File: src/rtl/usr_pkg.sv
// usr_deser32 shared constants and FSM state type.
// Used by usr_deser32 and usr_deser_shift.
package usr_pkg;

   localparam int WIDTH = 32;
   localparam int CNT_W = 6;

   localparam logic DIR_MSB = 1'b0;
   localparam logic DIR_LSB = 1'b1;

   typedef enum logic [1:0] {
      IDLE = 2'd0,
      DATA = 2'd1,
      PAR  = 2'd2
   } state_t;

endpackage

File: src/rtl/usr_deser_shift.sv
// Serial-in shift register with per-word direction.
// word presents the next shifted value, or the held sreg when peek is set.
module usr_deser_shift
   import usr_pkg::*;
(
   input  logic             clk,
   input  logic             rst_n,
   input  logic             clr,
   input  logic             shift_en,
   input  logic             dir,
   input  logic             sin,
   input  logic             peek,
   output logic [WIDTH-1:0] word
);

   logic [WIDTH-1:0] sreg_q;
   logic [WIDTH-1:0] sreg_d;
   logic [WIDTH-1:0] shift_val;

   // next shift value for the active direction; clear/shift/hold select
   always_comb begin
      shift_val = {sreg_q[WIDTH-2:0], sin};
      if (dir == DIR_LSB) begin
         shift_val = {sin, sreg_q[WIDTH-1:1]};
      end
      sreg_d = sreg_q;
      if (clr) begin
         sreg_d = '0;
      end else if (shift_en) begin
         sreg_d = shift_val;
      end
      word = peek ? sreg_q : shift_val;
   end

   // shift register state
   always_ff @(posedge clk or negedge rst_n) begin
      if (!rst_n) begin
         sreg_q <= '0;
      end else begin
         sreg_q <= sreg_d;
      end
   end

endmodule

File: src/rtl/usr_deser32.sv
// 32-bit serial-to-parallel deserializer with output handshake.
// Optional even parity bit per word: define USR_DESER_PARITY_EN.
module usr_deser32
   import usr_pkg::*;
(
   input  logic             clk,
   input  logic             rst_n,
   input  logic             sin,
   input  logic             sin_valid,
   input  logic             dir,
   input  logic             flush,
   output logic [WIDTH-1:0] dout,
   output logic             dout_valid,
   input  logic             dout_ready,
   output logic [CNT_W-1:0] bit_cnt,
   output logic             overrun,
   input  logic             ovr_clr,
   output logic             parity_err
);

   state_t           state_q;
   state_t           state_d;
   logic [CNT_W-1:0] cnt_q;
   logic [CNT_W-1:0] cnt_d;
   logic             dir_q;
   logic             dir_d;
   logic [WIDTH-1:0] dout_q;
   logic [WIDTH-1:0] dout_d;
   logic             dout_valid_q;
   logic             dout_valid_d;
   logic             overrun_q;
   logic             overrun_d;

   logic             eff_dir;
   logic             shift_en;
   logic             clr;
   logic             complete;
   logic             peek;
   logic [WIDTH-1:0] word;

   // first bit of a word uses the live dir; later bits use the latched one
   assign eff_dir = (state_q == IDLE) ? dir : dir_q;
   assign peek    = (state_q == PAR);

   usr_deser_shift u_shift (
      .clk      (clk),
      .rst_n    (rst_n),
      .clr      (clr),
      .shift_en (shift_en),
      .dir      (eff_dir),
      .sin      (sin),
      .peek     (peek),
      .word     (word)
   );

   // word FSM and bit counter
   always_comb begin
      state_d  = state_q;
      cnt_d    = cnt_q;
      dir_d    = dir_q;
      shift_en = 1'b0;
      clr      = 1'b0;
      complete = 1'b0;
      if (flush) begin
         state_d = IDLE;
         cnt_d   = '0;
         clr     = 1'b1;
      end else if (sin_valid) begin
         unique case (state_q)
            IDLE: begin
               dir_d    = dir;
               shift_en = 1'b1;
               cnt_d    = CNT_W'(1);
               state_d  = DATA;
            end
            DATA: begin
               if (cnt_q == CNT_W'(WIDTH - 1)) begin
`ifdef USR_DESER_PARITY_EN
                  shift_en = 1'b1;
                  cnt_d    = CNT_W'(WIDTH);
                  state_d  = PAR;
`else
                  complete = 1'b1;
                  clr      = 1'b1;
                  cnt_d    = '0;
                  state_d  = IDLE;
`endif
               end else begin
                  shift_en = 1'b1;
                  cnt_d    = cnt_q + CNT_W'(1);
               end
            end
            default: begin
`ifdef USR_DESER_PARITY_EN
               complete = 1'b1;
               clr      = 1'b1;
`endif
               cnt_d    = '0;
               state_d  = IDLE;
            end
         endcase
      end
   end

   // output word handshake and sticky overrun
   always_comb begin
      dout_d       = dout_q;
      dout_valid_d = dout_valid_q;
      overrun_d    = overrun_q;
      if (ovr_clr) begin
         overrun_d = 1'b0;
      end
      if (complete) begin
         if (dout_valid_q && !dout_ready) begin
            overrun_d = 1'b1;
         end else begin
            dout_d       = word;
            dout_valid_d = 1'b1;
         end
      end else if (dout_valid_q && dout_ready) begin
         dout_valid_d = 1'b0;
      end
   end

   // state registers
   always_ff @(posedge clk or negedge rst_n) begin
      if (!rst_n) begin
         state_q      <= IDLE;
         cnt_q        <= '0;
         dir_q        <= DIR_MSB;
         dout_q       <= '0;
         dout_valid_q <= 1'b0;
         overrun_q    <= 1'b0;
      end else begin
         state_q      <= state_d;
         cnt_q        <= cnt_d;
         dir_q        <= dir_d;
         dout_q       <= dout_d;
         dout_valid_q <= dout_valid_d;
         overrun_q    <= overrun_d;
      end
   end

`ifdef USR_DESER_PARITY_EN
   logic par_q;
   logic par_d;

   // parity result follows dout: only updated when a word is loaded
   always_comb begin
      par_d = par_q;
      if (complete && !(dout_valid_q && !dout_ready)) begin
         par_d = (^word) ^ sin;
      end
   end

   // parity flag register
   always_ff @(posedge clk or negedge rst_n) begin
      if (!rst_n) begin
         par_q <= 1'b0;
      end else begin
         par_q <= par_d;
      end
   end

   assign parity_err = par_q & dout_valid_q;
`else
   assign parity_err = 1'b0;
`endif

   assign dout       = dout_q;
   assign dout_valid = dout_valid_q;
   assign bit_cnt    = cnt_q;
   assign overrun    = overrun_q;

endmodule
File: config.mk
export PLATFORM = sky130hd
export DESIGN_NAME = usr_deser32
export DESIGN_NICKNAME = d
export VERILOG_FILES = /design/src/rtl/usr_pkg.sv /design/src/rtl/usr_deser_shift.sv /design/src/rtl/usr_deser32.sv
export SDC_FILE = /design/constraint.sdc
export NUM_CORES = 1
export LEC_CHECK = 0
export ABC_AREA = 1
export BUFFER_PORTS_ARGS = -buffer_cell sky130_fd_sc_hd__buf_4
export CAP_MARGIN = 10
export CORE_ASPECT_RATIO = 0.75
export CORE_MARGIN = 4
export CORE_UTILIZATION = 42
export CTS_CLUSTER_DIAMETER = 200
export DETAILED_ROUTE_END_ITERATION = 6
export PLACE_DENSITY = 0.64
export SLEW_MARGIN = 20
export SYNTH_ARGS = -nofsm -noshare
export SYNTH_HDL_FRONTEND = slang
export SYNTH_HIERARCHICAL = 1
export SYNTH_SLANG_ARGS = --single-unit
File: constraint.sdc
create_clock -name clk -period 1.7 [get_ports clk]
set_clock_uncertainty 0.1 [all_clocks]
set_input_delay 0.255 -clock clk [delete_from_list [all_inputs] [get_ports clk]]
set_output_delay 0.255 -clock clk [all_outputs]
set_load 0.02 [all_outputs]
==> results.tsv <==
metric	value	unit
outcome	complete, but fails checks	
failing checks	negative setup slack	
leakage power	2.75	nW
Most used DFF post-synth	dfrtp_1	
DRT Pass-1 Iters	5	
share of the synthesized area in the top cell type	45.2	%
FF-to-FF path depth	11	
worst-path cell chain	ha_4 > nand2_2 > nor2_2 > nand2_2 > a21oi_4 > buf_12 > buf_12 > nor2_4 > buf_12 > nand2_2 > nand2_2	
crit path max fanout	8	
Async S/R FF share, synth	100	%
synthesized area	4100	um^2
CP top delay family	simple AND/OR/NAND/NOR gates	
DRC	0	
Fillers	868	
final slew viol count	0	
Reg power frac	39.5	%
Layout Cells excl Fill	752	
Max IR drop VDD	0.539	mV
Layout Utilization	55.3	%
switching power	1.14	mW
cell with the most instances after synthesis	nand2_1	
Clock power frac	47.0	%
number of I/O pins	49	
Worst Path Buf+Inv	3	
Die Ht	93.6	um
area of all sequential standard cells	1850	um^2
pwr dens	892	nW/um^2
top post-synthesis cells by area	dfrtp_1 (45%), nand2_1 (31%), o21ai_2 (6.8%)	
CORE AREA	9270	um^2
hold depth	4	
DIE AREA	11400	um^2
Avg Inst Size Synth	7.39	um^2
vias in the first global route	3317	
clock root buffer	clkbuf_16	
R2R Setup Slk	-0.004	ns
number of port buffers	47	
Internal	3.44	mW
Critical Path Most Common Cell	nand2_2	
routed len/inst	12.1	um
first-pass GRT wire length	15.6	mm
layout cells sized above 1	25.2	%
number of instances in the placed design	722	
vias per cell	4.62	
hold path endpoint	bit_cnt[1]	
RR Startpoint	bit_cnt[1]	
r2r endpoint	u_shift/sreg_q[17]	
Final period util	100	%
antenna viol nets, final	0	
Max Root-Sink Buffers	2	
die extent in x	122	um
CP max stage delay	0.38	ns
drt initial violations	191	
Setup CP Type	reg2reg	
final setup margin	-0.00433	ns
Gate Count Post-Synth	555	
Post-Route WL	9.07	mm
register bit total from synthesis	74	
Core Rows	30	
Seq/Total Area, Yosys	45.2	%
grt total ovfl	0	
CP startpoint kind	flop	
Sw Ratio	24.8	%
CP arrival	1.83	ns
Num CTS Buffers	9	
Sink Count	74	
CP Data Required Time	1.83	ns
Commonest cells post-synth	nand2_1 (339), dfrtp_1 (74), inv_1 (47)	
Final Hold Fails	0	
nets	628	
clk slew on worst S/H paths	0.06	ns
largest net degree at the start of global routing	65	
Post-DP HPWL	5.46	mm
synth warn	6	
Crit-path slowest cell	dfrtp_2	
H-tree levels	3	
Layout area overhead	25.1	%
number of flops mapped to enable cells by yosys	0	
hold crit path type	in2reg	
Initial Utilization	44.2	%
Final min period	1.70	ns
combinational share of power	13.5	%
initial antenna violation count	0	
Max Clock Freq	0.587	GHz
clk_lat worst skew	0.33	ns
max cap viols	0	
Worst setup EP type	flop	
CTS tree	yes	
Placer Congestion	0.780	
library cells used by synthesis	25	
multi-input logic area	1890	um^2
total global-route track usage	17.2	%
Hold Startpoint	flush	
via count	3473	
unrepaired setup endpoints after global routing	yes	
area leader, netlist	dfrtp_1	
final setup violation count	2	
ANT cells	0	
==> registers in the layout, summed over array words and instances (netlist names) <==
| signal | flops |
|---|---|
| u_shift/sreg_q | 32 |
| dout_valid | 1 |
| dout | 32 |
| bit_cnt | 6 |
| overrun | 1 |
| dir_q | 1 |
| state_q | 1 |
==> cells by family after synthesis <==
kind of cell | Yosys count | synth area share (%)
multiplexers | 1 | 0.244
flip-flops | 74 | 45.2
AND/OR/NAND/NOR | 358 | 34.6
XOR/XNOR | 2 | 0.427
AO/OA/AOI/OAI | 41 | 8.09
buffers and inverters | 77 | 11.1
other | 1 | 0.0915
adder cells (fa/ha/maj) | 1 | 0.305
==> through the flow <==
stage | power, mW | cell area (um^2) | hold slack (ns) | TNS (ns) | setup slack, ns
4_1_cts | 4.58 | 5020 | 0.152 | 0 | 0.000534
3_3_place_gp | 2.37 | 4590 | 0.0394 | -0.969 | -0.0442
3_5_place_dp | 2.37 | 4590 | 0.0442 | -2.00 | -0.0773
5_1_grt | 4.77 | 5130 | 0.167 | -2.11 | -0.0876
6_report | 4.58 | 5130 | 0.159 | -0.00645 | -0.00433
2_1_floorplan | 2.23 | 4140 | -0.141 | 0 | 0.00186
==> placed cells by master (no fill, tap or decap), types with 2 or more instances in the layout <==
cell           instances
dfrtp_2                2
buf_4                 67
xor2_1                 2
nor2_1                 5
nor2_4                 5
bufinv_16              3
dlygate4sd3_1          2
inv_6                  2
buf_12                 7
clkbuf_16              9
nand3_2                2
conb_1                 2
nand3_1                4
o21ai_0                3
dfrtp_1               72
inv_1                 44
clkbuf_1               2
inv_2                  4
nand2_2               13
nand2_1              327
o21ai_2               32
==> per-layer routing <==
| layer | share of wire [%] | track usage (%) |
|---|---|---|
| met5 | 0 | 0 |
| met2 | 46 | 27.2 |
| met3 | 5.2 | 4.96 |
| met4 | 0.32 | 5.22 |
| met1 | 48 | 23.0 |
==> worst max path at each step <==
stage,startpoint,endpoint,depth (start not counted),slack [ns]
6_report,bit_cnt[1],u_shift/sreg_q[17],11,-0.004
5_1_grt,bit_cnt[1],u_shift/sreg_q[20],11,-0.09
4_1_cts,state_q[0],dout[30],9,0.0005
3_5_place_dp,bit_cnt[0],u_shift/sreg_q[6],10,-0.08
3_3_place_gp,bit_cnt[0],u_shift/sreg_q[25],10,-0.04
2_1_floorplan,bit_cnt[0],u_shift/sreg_q[0],11,0.002
==> worst register-to-register path, stage by stage (launching register included) <==
cell	delay, ns
dfrtp_2	0.38
ha_4	0.14
nand2_2	0.04
nor2_2	0.14
nand2_2	0.10
a21oi_4	0.15
buf_12	0.14
buf_12	0.12
nor2_4	0.04
buf_12	0.14
nand2_2	0.07
nand2_2	0.05
==> power groups by stage <==
stage	clock [mW]	combinational (mW)	sequential, mW
final	2.15	0.616	1.81
after CTS	2.21	0.570	1.81
after floorplan	0	0.374	1.85
after detailed placement	0	0.535	1.84
after global routing	2.28	0.674	1.81
after global placement	0	0.530	1.84
==> repair_timing <==
| item | CTS | global route |
|---|---|---|
| buffers inserted | 6 | 4 |
| resized for setup | 2 | 19 |
| cloned | 2 | 0 |
| endpoints found under the hold margin | 57 | 0 |
| pin swaps | 6 | 7 |
| endpoints found under the setup margin | 32 | 64 |
| hold buffers | 2 | 0 |
==> cell type report <==
class | count | area share, %
clock inverters | 5 | 2.00
flip-flops and latches | 74 | 36.1
clock buffers | 11 | 4.54
inverters | 50 | 3.85
multi-input cells | 407 | 36.9
repair buffers | 77 | 13.5
well taps | 128 | 3.12
(Power assumes the default switching activity.)
